File: src/rtl/vga_plot_arbiter_if.sv
// Purpose : bundles the VGA pixel-write port shared between the drawing engines
//           (screen clear, row draw, correct-tile recolour, fail-line colour)
//           and the arbiter that owns the single adapter write port.
// Signals : req/done/plot_in   per-requester request, release pulse, pixel strobe
//           x_in/y_in/colour_in packed per-requester pixel payloads
//           gnt/busy            one-hot grant and ownership flag
//           vga_*               registered pixel write towards the VGA adapter
//           timeout_err         sticky watchdog flag
// Modports: master = engine side (drives requests), slave = arbiter side.
interface vga_plot_arbiter_if #(
    parameter int unsigned NUM_REQ = 4,
    parameter int unsigned X_W     = 8,
    parameter int unsigned Y_W     = 7,
    parameter int unsigned COLOR_W = 3
);
    logic [NUM_REQ-1:0]         req;
    logic [NUM_REQ-1:0]         done;
    logic [NUM_REQ-1:0]         plot_in;
    logic [NUM_REQ*X_W-1:0]     x_in;
    logic [NUM_REQ*Y_W-1:0]     y_in;
    logic [NUM_REQ*COLOR_W-1:0] colour_in;
    logic [NUM_REQ-1:0]         gnt;
    logic                       busy;
    logic [X_W-1:0]             vga_x;
    logic [Y_W-1:0]             vga_y;
    logic [COLOR_W-1:0]         vga_colour;
    logic                       vga_plot;
    logic                       timeout_err;

    modport master (
        output req, done, plot_in, x_in, y_in, colour_in,
        input  gnt, busy, vga_x, vga_y, vga_colour, vga_plot, timeout_err
    );

    modport slave (
        input  req, done, plot_in, x_in, y_in, colour_in,
        output gnt, busy, vga_x, vga_y, vga_colour, vga_plot, timeout_err
    );
endinterface

File: src/rtl/vga_plot_arbiter.sv
// Purpose : grants exclusive use of the VGA adapter pixel-write port to one
//           drawing engine at a time, forwards the owner's pixels with one cycle
//           of latency, and forces a release when an owner hangs.
// Ports   : clk    clock
//           reset  asynchronous, active-high reset
//           bus    vga_plot_arbiter_if.slave (requests in, grant + VGA write out)
// Config  : PLOT_ARB_ROUND_ROBIN_EN defined   -> round-robin from last owner + 1
//           PLOT_ARB_ROUND_ROBIN_EN undefined -> fixed priority, index 0 highest
module vga_plot_arbiter #(
    parameter int unsigned NUM_REQ = 4,
    parameter int unsigned X_W     = 8,
    parameter int unsigned Y_W     = 7,
    parameter int unsigned COLOR_W = 3,
    parameter int unsigned TIMEOUT = 20000
) (
    input  logic              clk,
    input  logic              reset,
    vga_plot_arbiter_if.slave bus
);
    localparam int unsigned IDX_W = (NUM_REQ > 1) ? $clog2(NUM_REQ) : 1;
    localparam int unsigned WD_W  = (TIMEOUT > 1) ? $clog2(TIMEOUT) : 1;
    localparam logic [WD_W-1:0] WD_MAX = WD_W'(TIMEOUT - 1);

    typedef enum logic [1:0] {
        ST_IDLE    = 2'd0,
        ST_OWN     = 2'd1,
        ST_RELEASE = 2'd2
    } state_t;

    state_t             state_q;
    logic [IDX_W-1:0]   owner_q;
    logic [NUM_REQ-1:0] gnt_q;
    logic               busy_q;
    logic [X_W-1:0]     vga_x_q;
    logic [Y_W-1:0]     vga_y_q;
    logic [COLOR_W-1:0] vga_colour_q;
    logic               vga_plot_q;
    logic               timeout_err_q;
    logic [WD_W-1:0]    wd_q;
`ifdef PLOT_ARB_ROUND_ROBIN_EN
    logic [IDX_W-1:0]   last_q;
`endif

    // Unpack the per-requester payloads so the owner can be selected by index.
    logic [X_W-1:0]     x_arr      [NUM_REQ];
    logic [Y_W-1:0]     y_arr      [NUM_REQ];
    logic [COLOR_W-1:0] colour_arr [NUM_REQ];

    for (genvar g = 0; g < int'(NUM_REQ); g++) begin : g_unpack
        assign x_arr[g]      = bus.x_in[g*X_W +: X_W];
        assign y_arr[g]      = bus.y_in[g*Y_W +: Y_W];
        assign colour_arr[g] = bus.colour_in[g*COLOR_W +: COLOR_W];
    end

    // Winner selection for the next grant.
    logic [IDX_W-1:0] win_idx_c;
    logic             win_vld_c;

    always_comb begin
        win_idx_c = '0;
        win_vld_c = 1'b0;
`ifdef PLOT_ARB_ROUND_ROBIN_EN
        // Search starts one past the previous owner so every engine gets a turn.
        for (int k = 0; k < int'(NUM_REQ); k++) begin
            if (!win_vld_c && bus.req[IDX_W'((int'(last_q) + 1 + k) % int'(NUM_REQ))]) begin
                win_vld_c = 1'b1;
                win_idx_c = IDX_W'((int'(last_q) + 1 + k) % int'(NUM_REQ));
            end
        end
`else
        // Lowest index wins: screen clear beats every other engine.
        for (int k = 0; k < int'(NUM_REQ); k++) begin
            if (!win_vld_c && bus.req[k]) begin
                win_vld_c = 1'b1;
                win_idx_c = IDX_W'(k);
            end
        end
`endif
    end

    logic owner_req_c;
    logic owner_done_c;
    logic owner_plot_c;

    assign owner_req_c  = bus.req[owner_q];
    assign owner_done_c = bus.done[owner_q];
    assign owner_plot_c = bus.plot_in[owner_q];

    // Ownership FSM with registered grant and registered VGA write.
    always_ff @(posedge clk or posedge reset) begin
        if (reset) begin
            state_q       <= ST_IDLE;
            owner_q       <= '0;
            gnt_q         <= '0;
            busy_q        <= 1'b0;
            vga_x_q       <= '0;
            vga_y_q       <= '0;
            vga_colour_q  <= '0;
            vga_plot_q    <= 1'b0;
            timeout_err_q <= 1'b0;
            wd_q          <= '0;
`ifdef PLOT_ARB_ROUND_ROBIN_EN
            last_q        <= IDX_W'(NUM_REQ - 1);
`endif
        end else begin
            case (state_q)
                ST_IDLE: begin
                    vga_plot_q <= 1'b0;
                    if (win_vld_c) begin
                        state_q <= ST_OWN;
                        owner_q <= win_idx_c;
                        gnt_q   <= NUM_REQ'(1) << win_idx_c;
                        busy_q  <= 1'b1;
                        wd_q    <= '0;
`ifdef PLOT_ARB_ROUND_ROBIN_EN
                        last_q  <= win_idx_c;
`endif
                    end
                end
                ST_OWN: begin
                    // Forward the owner's pixel, including on the final owned cycle.
                    vga_x_q      <= x_arr[owner_q];
                    vga_y_q      <= y_arr[owner_q];
                    vga_colour_q <= colour_arr[owner_q];
                    vga_plot_q   <= owner_plot_c;
                    if (owner_done_c || !owner_req_c) begin
                        state_q <= ST_RELEASE;
                        gnt_q   <= '0;
                        busy_q  <= 1'b0;
                    end else if (wd_q == WD_MAX) begin
                        state_q       <= ST_RELEASE;
                        gnt_q         <= '0;
                        busy_q        <= 1'b0;
                        timeout_err_q <= 1'b1;
                    end else begin
                        wd_q <= wd_q + WD_W'(1);
                    end
                end
                ST_RELEASE: begin
                    // Dead cycle so the old owner observes gnt low before re-arbitration.
                    state_q    <= ST_IDLE;
                    vga_plot_q <= 1'b0;
                end
                default: begin
                    state_q    <= ST_IDLE;
                    gnt_q      <= '0;
                    busy_q     <= 1'b0;
                    vga_plot_q <= 1'b0;
                end
            endcase
        end
    end

    assign bus.gnt         = gnt_q;
    assign bus.busy        = busy_q;
    assign bus.vga_x       = vga_x_q;
    assign bus.vga_y       = vga_y_q;
    assign bus.vga_colour  = vga_colour_q;
    assign bus.vga_plot    = vga_plot_q;
    assign bus.timeout_err = timeout_err_q;
endmodule

File: src/flat_wrapper.sv
// flat-port wrapper written by rule: the top's interface ports become plain ports
module vga_plot_arbiter_flat 
#(
    parameter int unsigned NUM_REQ = 4,
    parameter int unsigned X_W     = 8,
    parameter int unsigned Y_W     = 7,
    parameter int unsigned COLOR_W = 3,
    parameter int unsigned TIMEOUT = 20000
)
  (clk, reset, bus_req, bus_done, bus_plot_in, bus_x_in, bus_y_in, bus_colour_in, bus_gnt, bus_busy, bus_vga_x, bus_vga_y, bus_vga_colour, bus_vga_plot, bus_timeout_err);
  vga_plot_arbiter_if #(.NUM_REQ(NUM_REQ), .X_W(X_W), .Y_W(Y_W), .COLOR_W(COLOR_W)) bus_i ();
  input  logic clk;
  input  logic reset;
  input wire logic [$bits(bus_i.req)-1:0] bus_req;
  input wire logic [$bits(bus_i.done)-1:0] bus_done;
  input wire logic [$bits(bus_i.plot_in)-1:0] bus_plot_in;
  input wire logic [$bits(bus_i.x_in)-1:0] bus_x_in;
  input wire logic [$bits(bus_i.y_in)-1:0] bus_y_in;
  input wire logic [$bits(bus_i.colour_in)-1:0] bus_colour_in;
  output wire logic [$bits(bus_i.gnt)-1:0] bus_gnt;
  output wire logic [$bits(bus_i.busy)-1:0] bus_busy;
  output wire logic [$bits(bus_i.vga_x)-1:0] bus_vga_x;
  output wire logic [$bits(bus_i.vga_y)-1:0] bus_vga_y;
  output wire logic [$bits(bus_i.vga_colour)-1:0] bus_vga_colour;
  output wire logic [$bits(bus_i.vga_plot)-1:0] bus_vga_plot;
  output wire logic [$bits(bus_i.timeout_err)-1:0] bus_timeout_err;
  assign bus_i.req = bus_req;
  assign bus_i.done = bus_done;
  assign bus_i.plot_in = bus_plot_in;
  assign bus_i.x_in = bus_x_in;
  assign bus_i.y_in = bus_y_in;
  assign bus_i.colour_in = bus_colour_in;
  assign bus_gnt = bus_i.gnt;
  assign bus_busy = bus_i.busy;
  assign bus_vga_x = bus_i.vga_x;
  assign bus_vga_y = bus_i.vga_y;
  assign bus_vga_colour = bus_i.vga_colour;
  assign bus_vga_plot = bus_i.vga_plot;
  assign bus_timeout_err = bus_i.timeout_err;
  vga_plot_arbiter #(.NUM_REQ(NUM_REQ), .X_W(X_W), .Y_W(Y_W), .COLOR_W(COLOR_W), .TIMEOUT(TIMEOUT)) u_core (.clk(clk), .reset(reset), .bus(bus_i));
endmodule
File: config.mk
export PLATFORM = sky130hd
export DESIGN_NAME = vga_plot_arbiter_flat
export DESIGN_NICKNAME = d
export VERILOG_FILES = /design/src/rtl/vga_plot_arbiter_if.sv /design/src/rtl/vga_plot_arbiter.sv /design/src/flat_wrapper.sv
export SDC_FILE = /design/constraint.sdc
export NUM_CORES = 1
export LEC_CHECK = 0
export CORE_UTILIZATION = 42
export CTS_CLUSTER_DIAMETER = 30
export CTS_CLUSTER_SIZE = 12
export DETAILED_ROUTE_END_ITERATION = 8
export PLACE_DENSITY = 0.84
export SYNTH_ARGS = -nofsm -noshare
export SYNTH_HDL_FRONTEND = slang
export SYNTH_SLANG_ARGS = --single-unit
File: constraint.sdc
create_clock -name clk -period 2.55 [get_ports clk]
set_input_delay 0.51 -clock clk [delete_from_list [all_inputs] [get_ports clk]]
set_output_delay 0.51 -clock clk [all_outputs]
set_load 0.02 [all_outputs]
# Word-level counts from Yosys, hierarchy flattened
# Index checks and enable logic that the tools add are counted.
word_totals:
  output_inout_bits: 25
  latch_bits: 0
  regBits: 44
  ramBits: 0
  n_memories: 0
  mem_bits_ro: 0
classes:
  bitwise: 3
  shifts: 1
  muxes: 39
  eq_ne: 7
  multipliers: 0
  reduce_logical: 15
  addsub: 1
  n_lt_le_gt_ge: 2
  div_mod_pow: 0
op_table:
  columns: ["cell", "count"]
  rows:
  - ["$mux 15", 3]
  - ["$pmux 15 s2", 1]
  - ["$bmux 8 s2", 1]
  - ["$mux 8", 2]
  - ["$add 15x1->15 const B", 1]
  - ["$eq 15x15->1 const B", 1]
  - ["$bmux 7 s2", 1]
  - ["$mux 7", 2]
  - ["$mux 1", 12]
  - ["$mux 4", 3]
  - ["$pmux 4 s3", 1]
  - ["$mux 2", 5]
  - ["$bmux 1 s2", 3]
  - ["$bmux 3 s2", 1]
  - ["$mux 3", 2]
  - ["$reduce_and 3->1", 2]
  - ["$logic_not 1->1", 4]
  - ["$ne 2x2->1 const B", 2]
  - ["$pmux 2 s2", 1]
  - ["$reduce_and 2->1", 2]
  - ["$reduce_and 4->1", 1]
  - ["$shl 1x2->4 const A", 1]
  - ["$ge 3x3->1 const B", 1]
  - ["$logic_and 1x1->1", 3]
  - ["other kinds (11)", 12]

# Depth between registers and ports, before layout
# Gate-level depths: netlist of run 1.
depth:
  ltp_word: 13
  mapped_depth: 8
  mapped_depth_nobuf: 6

# Least setup slack after synthesis of run 1
# OpenSTA, ideal clock, no wires.
synth_timing:
  path_type: "register -> register"
  start: "reg u_core.wd_q[0]"
  end: "reg u_core.wd_q[0]"
  n_path_buf: 1
  path_stages_with_launch: 8
  period_less_slack_ns: 1.946
  t_arrival_ns: 1.821
  path_slack_ns: 0.604
  path_cell_list: "dfrtp_1 > ha_1 > and3_1 > buf_6 > and4_4 > a211oi_1 > o21ai_2 > mux2_2"
synth_between:
  elab_chain_cells: 4
synth_lines:
  columns: ["element", "line", "source"]
  rows:
  - ["start: declaration", "vga_plot_arbiter.sv:39", "logic [WD_W-1:0] wd_q;"]
  - ["start signal: assignment", "vga_plot_arbiter.sv:136", "wd_q <= wd_q + WD_W'(1);"]
  - ["$add 15x1->15", "vga_plot_arbiter.sv:136", null]
  - ["$mux 15", "vga_plot_arbiter.sv:130", "end else if (wd_q == WD_MAX) begin"]
  - ["$mux 15", "vga_plot_arbiter.sv:126", "if (owner_done_c || !owner_req_c) begin"]
  - ["$pmux 15 s2", "vga_plot_arbiter.sv:106", "case (state_q)"]
# Parallel ways exist; a longest one is shown, timed or not. The select of a mux whose other input is x is not followed.
# A chain may end at the register's enable or synchronous reset.

# Worst setup path after layout of run 1
layout_timing:
  start: "in bus_req[2]"
  end: "reg u_core.wd_q[0]"
layout_between:
  elab_chain_cells: 7
layout_lines:
  columns: ["element", "line", "source"]
  rows:
  - ["start: declaration", "flat_wrapper.sv:14", "input wire logic [$bits(bus_i.req)-1:0] bus_req;"]
  - ["$logic_and 1x1->1", "vga_plot_arbiter.sv:73", "if (!win_vld_c && bus.req[k]) begin"]
  - ["$mux 1", "vga_plot_arbiter.sv:73", null]
  - ["$logic_not 1->1", "vga_plot_arbiter.sv:73", null]
  - ["$logic_and 1x1->1", "vga_plot_arbiter.sv:73", null]
  - ["$mux 1", "vga_plot_arbiter.sv:73", null]
  - ["$ne 2x1->1 (no source line)", null, null]
  - ["$reduce_and 4->1 (no source line) (*)", null, null]
# Every way passes the cells marked *; elsewhere a longest branch is shown, timed or not. The select of a mux whose other input is x is not followed.

==> key figures, run 1 <==
Routing
  – Post-route DRC: 0
  – Wire length per cell: roughly 16 um
  – Initial DRC Count: between 200 and 250
  – Pre-Repair DR Iteration Count: 4
  – Vias: 2,405
  – DR vias/cell: around 5.6
  – Post-route ant nets: 0
  – Final wirelength: 7.07 mm

Clocking
  – Post-CTS setup buffers: 0
  – Max clock buf depth: 2
  – Sink Count: 44
  – CTS tree: done
  – TritonCTS Buffers: 5
  – Cells resized by post-CTS repair: 0
  – Clock Pin Slew Worst Setup and Hold Paths: roughly 0.080 ns
  – # hold bufs at CTS: 0
  – CTS root buf: clkbuf_8
  – H-tree depth: 2
  – Clock latency on the worst-skew pair: roughly 0.3 ns

Critical path
  – Largest fanout on the critical path: 9
  – Crit path DAT: between 2 and 2.5 ns
  – R2R Setup Slk: roughly 0.41 ns
  – Critical-path cell with the highest stage delay: clkdlybuf4s50_1
  – Critical path endpoint category: register
  – Crit path launch type: primary input
  – Max incr delay on CP: about 0.52 ns
  – Worst Path Buf+Inv: 1
  – Crit-path cells: clkdlybuf4s50_1 > nor2b_1 > mux4_2 > and3_1 > mux2_2
  – CP top delay family: multiplexers
  – Critical path class: primary input to register
  – CP Data Required Time: between 2 and 3 ns

Pwr
  – Pwr/cell area: between 900 and 1000 nW/um^2
  – Worst vdd ir: between 400 and 500 uV
  – Tot Pwr: between 3 and 4 mW
  – Leak pwr: about 1.6 nW

STA
  – Hold Fails Final Rpt: 0
  – Slew Viols, Final: 0
  – Worst slew pin tran: about 0.55 ns
  – Final worst slack: 0.380 ns
  – Crit path time final: between 2 and 2.5 ns
  – Max Clock Freq: 461 MHz
  – RSZ-0062 raised after global routing: false
  – Setup violators final: 0
  – Fin Hold WS: roughly 0.47 ns
  – Relative slew slack: 0.632
  – Setup Skew: 0.0114 ns
  – Setup TNS: 0 ns
  – Crit share post-route: 0.851

Synthesis
  – Synthesized area per cell: between 10 and 15 um^2
  – Syn Nets: 335
  – Syn Inst Count: about 250
  – Mapped cell area: 2540 um^2
  – Synth warn: 0
  – Synthesis-stage register bit count: 44
  – Register area share after synthesis: 0.434
  – Ys async rst share: 1.00
  – Number of synthesized flops with an enable pin: 0
  – Library cells used by synthesis: 46
  – Synth Flop Type: dfrtp_1

Layout
  – Fin area: about 3800 um^2
  – # fillers: 428
  – Layout area overhead: 50.1%
  – Number of antenna diodes: 0
  – Non-filler cells, final: approximately 430
  – Final net count: ~440
  – Share of cells above drive strength 1: 0.109
  – Final core occ: 0.671

Outcome
  – Outcome: completed

Global route
  – GRT overflow: 0
  – GRT Overall Usage: 0.229
  – Initial antenna violation count: 0
  – Vias in the first global route: between 2,000 and 2,500
  – Largest net degree at the start of global routing: 45
  – First-pass GRT wire length: ~11 mm

Placed design
  – Post-DP HPWL: ~5.3 mm
  – Inst Count DP: approximately 420
  – Port-buffer cells: 110
  – Post-placement setup slack: roughly 0.09 ns
  – RD Place Congestion: approximately 0.9
  – Placed cell area: 3700 um^2

Run
  – Max-Cap Viols: 0

Floorplanning
  – Die Area: about 6400 um^2
  – # IOs: approximately 110
  – Die span in y: 79.7 um
  – Site row count: 27
  – CORE AREA: 5680 um^2
  – Die width: roughly 80 um
  – Starting Density: 0.447

Worst hold path
  – HP Class: register to register
## cells in the final DEF, fill, tap and decap left out, types with 3 or more instances in the layout
cell,n
buf_4,6
nor2b_1,6
nor2_1,4
and3_1,5
nand4_1,6
clkdlybuf4s50_1,110
dfrtp_1,44
nand2_1,69
o22ai_1,3
a21oi_1,11
and2_1,3
mux2i_1,4
clkbuf_8,5
mux4_2,20
nand3_1,4
inv_1,3
o21ai_0,8
nand2b_1,3
nor3_1,3
## synthesized netlist by cell type (5+ instances only)
master | number | area (um^2)
a21oi_1 | 11 | 55.1
and3_1 | 5 | 31.3
clkbuf_1 | 10 | 37.5
dfrtp_1 | 44 | 1100
mux4_2 | 20 | 450
nand2_1 | 69 | 259
nand4_1 | 6 | 37.5
nor2b_1 | 7 | 43.8
o21ai_0 | 8 | 40.0
## registers in the layout, summed over array words and instances (netlist names)
register                cells
u_core.wd_q                15
u_core.bus.vga_x            8
u_core.bus.vga_y            7
u_core.bus.gnt              4
u_core.bus.vga_colour       3
u_core.owner_q              2
u_core.state_q              2
u_core.bus.busy             1
u_core.bus.timeout_err      1
u_core.bus.vga_plot         1
## kinds of logic (layout without fill, tap and decap cells)
logic type | Yosys count | in the layout | synth area share
muxes | 25 | 25 | 0.198
buffers and inverters | 19 | 128 | 0.0355
adders and majority gates | 1 | 1 | 0.00493
AOI/OAI and AO/OA | 42 | 42 | 0.108
and+or+nand+nor | 117 | 117 | 0.220
DFF | 44 | 44 | 0.434
## path summary, 6_finish.rpt
| check | from | to | cells past startpoint |
|---|---|---|---|
| max | bus_req[2] | u_core.wd_q[0] | 5 |
| min | u_core.bus.vga_y[1] | u_core.bus.vga_y[1] | 2 |
| max reg2reg | u_core.wd_q[0] | u_core.wd_q[0] | 6 |
| min reg2reg | u_core.bus.vga_y[1] | u_core.bus.vga_y[1] | 2 |
| max in group asynchronous | reset | u_core.wd_q[1] | 3 |
| min in group asynchronous | reset | u_core.wd_q[9] | 3 |
## metal layers
metal	track usage	part of all wire	wire length (um)
met1	0.284	0.38	2700
met2	0.406	0.52	3690
met3	0.0480	0.082	581
met4	0.0545	0.014	99
met5	0	0	0
## cell type report
type,count,area [um^2],share of cell area
sequential,44,1100,0.289
tap,72,90.1,0.0237
inverter,4,15.0,0.00394
multi-input combinational,185,1350,0.354
clock buffer,6,72.6,0.0191
clock inverter,2,35.0,0.00920
timing repair buffer,116,1150,0.301
## power breakdown
part / switching [mW] / total [mW] / internal (mW)
Clock: 0.243 / 0.534 / 0.291
Sequential: 0.183 / 1.10 / 0.920
Combinational: 1.01 / 1.96 / 0.949
Total: 1.44 / 3.60 / 2.16
## worst min-delay path: stages (launching register included)
cell     delay [ns]
dfrtp_1        0.35
nand2_1        0.05
nand2_1        0.05
Power figures use the tool's default switching activity.
==> run 2: changes to the inputs <==
CORE_MARGIN = 4   (was not set)
==> run 2 against run 1 <==
Against the previous run: die area grew 16%; utilization shrank 2.4 points; sequential power is essentially flat; first-iteration DRC count shrank 27%; routed wire length grew 2.6%; hold slack gained 0.0094 ns; clock power shrank 18%; total power shrank 1.7%; sequential cell count is the same.
==> key figures, run 2 (synthesis gave the netlist of run 1 again) <==
Outcome
  – Outcome: completed

Critical path
  – Crit. path cell count: 6
  – Worst r2r path cells: 6
  – Crit path launch type: primary input
  – Critical-path cell with the highest stage delay: mux4_2
  – CP top delay family: multiplexers
  – Worst setup path end: u_core.wd_q[8]
  – Crit path from: bus_req[0]
  – CP Data Required Time: approximately 2.8 ns
  – Crit-path cells: clkdlybuf4s50_1 > nor2b_1 > mux4_2 > and3_1 > nand3_1 > mux2i_1
  – Crit path DAT: ~2.4 ns
  – R2R Path End: u_core.wd_q[0]
  – R2R Setup Slk: a little under 0.4 ns
  – R2R Path Start: u_core.wd_q[0]
  – Max incr delay on CP: around 0.53 ns
  – Critical path endpoint category: register
  – Critical path class: primary input to register
  – Worst Path Buf+Inv: 1
  – Largest fanout on the critical path: 9

Floorplanning
  – Die Area: around 7300 um^2
  – Site row count: 28
  – Die span in y: around 86 um
  – Die width: ~86 um
  – # IOs: approximately 110
  – CORE AREA: approximately 5900 um^2
  – Starting Density: 0.431

Layout
  – Non-filler cells, final: 434
  – Layout area overhead: 50.0%
  – Max FFs per register: 15
  – Fin area: approximately 3800 um^2
  – Share of cells above drive strength 1: 0.117
  – Commonest non-fill, non-tap cell in the layout: clkdlybuf4s50_1
  – Number of antenna diodes: 0
  – Commonest non-fill, non-tap cells in the layout: clkdlybuf4s50_1 (110), nand2_1 (69), dfrtp_1 (44)
  – Biggest register: u_core.wd_q
  – Final net count: 445

Clocking
  – Cells resized by post-CTS repair: 0
  – Post-CTS setup buffers: 0
  – H-tree depth: 2
  – Sink Count: 44
  – CTS root buf: clkbuf_8
  – Clock latency on the worst-skew pair: approximately 0.3 ns
  – TritonCTS Buffers: 5
  – # hold bufs at CTS: 0
  – Clock Pin Slew Worst Setup and Hold Paths: ~0.09 ns
  – Max clock buf depth: 2
  – CTS tree: done

STA
  – RSZ-0062 raised after global routing: false
  – Setup TNS: 0 ns
  – Crit path time final: between 2 and 2.5 ns
  – Max Clock Freq: between 400 and 500 MHz
  – Relative slew slack: 0.631
  – Setup violators final: 0
  – Hold Fails Final Rpt: 0
  – Slew Viols, Final: 0
  – Setup Skew: 0.00545 ns
  – Worst slew pin tran: 0.554 ns
  – Crit share post-route: 0.853

Global route
  – First-pass GRT wire length: approximately 11 mm
  – Vias in the first global route: between 2,000 and 2,500
  – Largest net degree at the start of global routing: 45
  – Initial antenna violation count: 0
  – GRT Overall Usage: 0.198
  – GRT overflow: 0

Placed design
  – RD Place Congestion: 0.879
  – Placed cell area: 3720 um^2
  – Port-buffer cells: 110
  – Inst Count DP: between 400 and 500
  – Post-DP HPWL: 5.59 mm

Pwr
  – Worst vdd ir: ~540 uV
  – Pwr/cell area: around 930 nW/um^2
  – Leak pwr: 1.64 nW

Routing
  – Pre-Repair DR Iteration Count: 4
  – DR vias/cell: 5.54
  – Final wirelength: 7.25 mm
  – Post-route DRC: 0
  – Wire length per cell: approximately 17 um
  – Vias: 2,406
  – Initial DRC Count: approximately 160
  – Post-route ant nets: 0

Worst hold path
  – HP Class: register to register
  – Hold Crit Start: u_core.bus.vga_y[2]

Run
  – Max-Cap Viols: 0
==> run 2: cell types whose count changed in the layout (fill, tap and decap cells not counted), sizes merged <==
cell | previous run | this run
clkbuf | 6 | 5
clkinv | 2 | 4
buf | 6 | 8
bufinv | 1 | 0
==> run 2: metal layers <==
layer,routed length [um],up-vias,global-route usage
li1,-,1127,-
met5,0,-,0
met4,141,0,0.0619
met1,2750,1163,0.238
met3,549,12,0.0490
met2,3810,104,0.348
==> run 2: how the worst min path moves through the flow <==
| stage | slack [ns] | endpoint | cells past startpoint |
|---|---|---|---|
| 3_3_place_gp | 0.46 | u_core.bus.vga_colour[1] | 2 |
| 2_1_floorplan | 0.46 | u_core.wd_q[7] | 1 |
| 6_report | 0.48 | u_core.bus.vga_y[2] | 2 |
| 3_5_place_dp | 0.47 | u_core.bus.vga_x[7] | 2 |
| 5_1_grt | 0.51 | u_core.bus.vga_x[3] | 2 |
| 4_1_cts | 0.49 | u_core.bus.vga_y[2] | 2 |
==> run 2: worst reg2reg max path: stages, from the launching register on <==
cell and delay (ns):
dfrtp_1 0.43, ha_1 0.24, and3_1 0.28, and4_4 0.24, a211oi_1 0.43, o21ai_2 0.14, mux2_2 0.29
==> run 2: layout make-up <==
| type | count | area (um^2) |
|---|---|---|
| Inverter | 4 | 15.0 |
| Fill cell | 467 | 2080 |
| Multi-Input combinational cell | 185 | 1350 |
| Sequential cell | 44 | 1100 |
| Timing Repair Buffer | 118 | 1160 |
| Clock buffer | 5 | 68.8 |
| Clock inverter | 3 | 18.8 |
| Tap cell | 75 | 93.8 |
==> run 2: through the flow <==
step	worst slack (ns)	hold slack [ns]	total power [mW]	utilization
2_1_floorplan	0.604	0.461	2.32	-
3_3_place_gp	0.127	0.457	3.06	0.632
3_5_place_dp	0.0591	0.466	3.11	0.632
4_1_cts	0.379	0.488	3.57	0.647
5_1_grt	0.240	0.510	3.78	0.647
6_report	0.375	0.483	3.54	0.647
==> run 2: power breakdown <==
group | leakage [nW] | internal (mW) | switching, mW
registers | 0.571 | 0.919 | 0.173
clock network | 0.0479 | 0.191 | 0.248
logic | 1.02 | 0.974 | 1.03
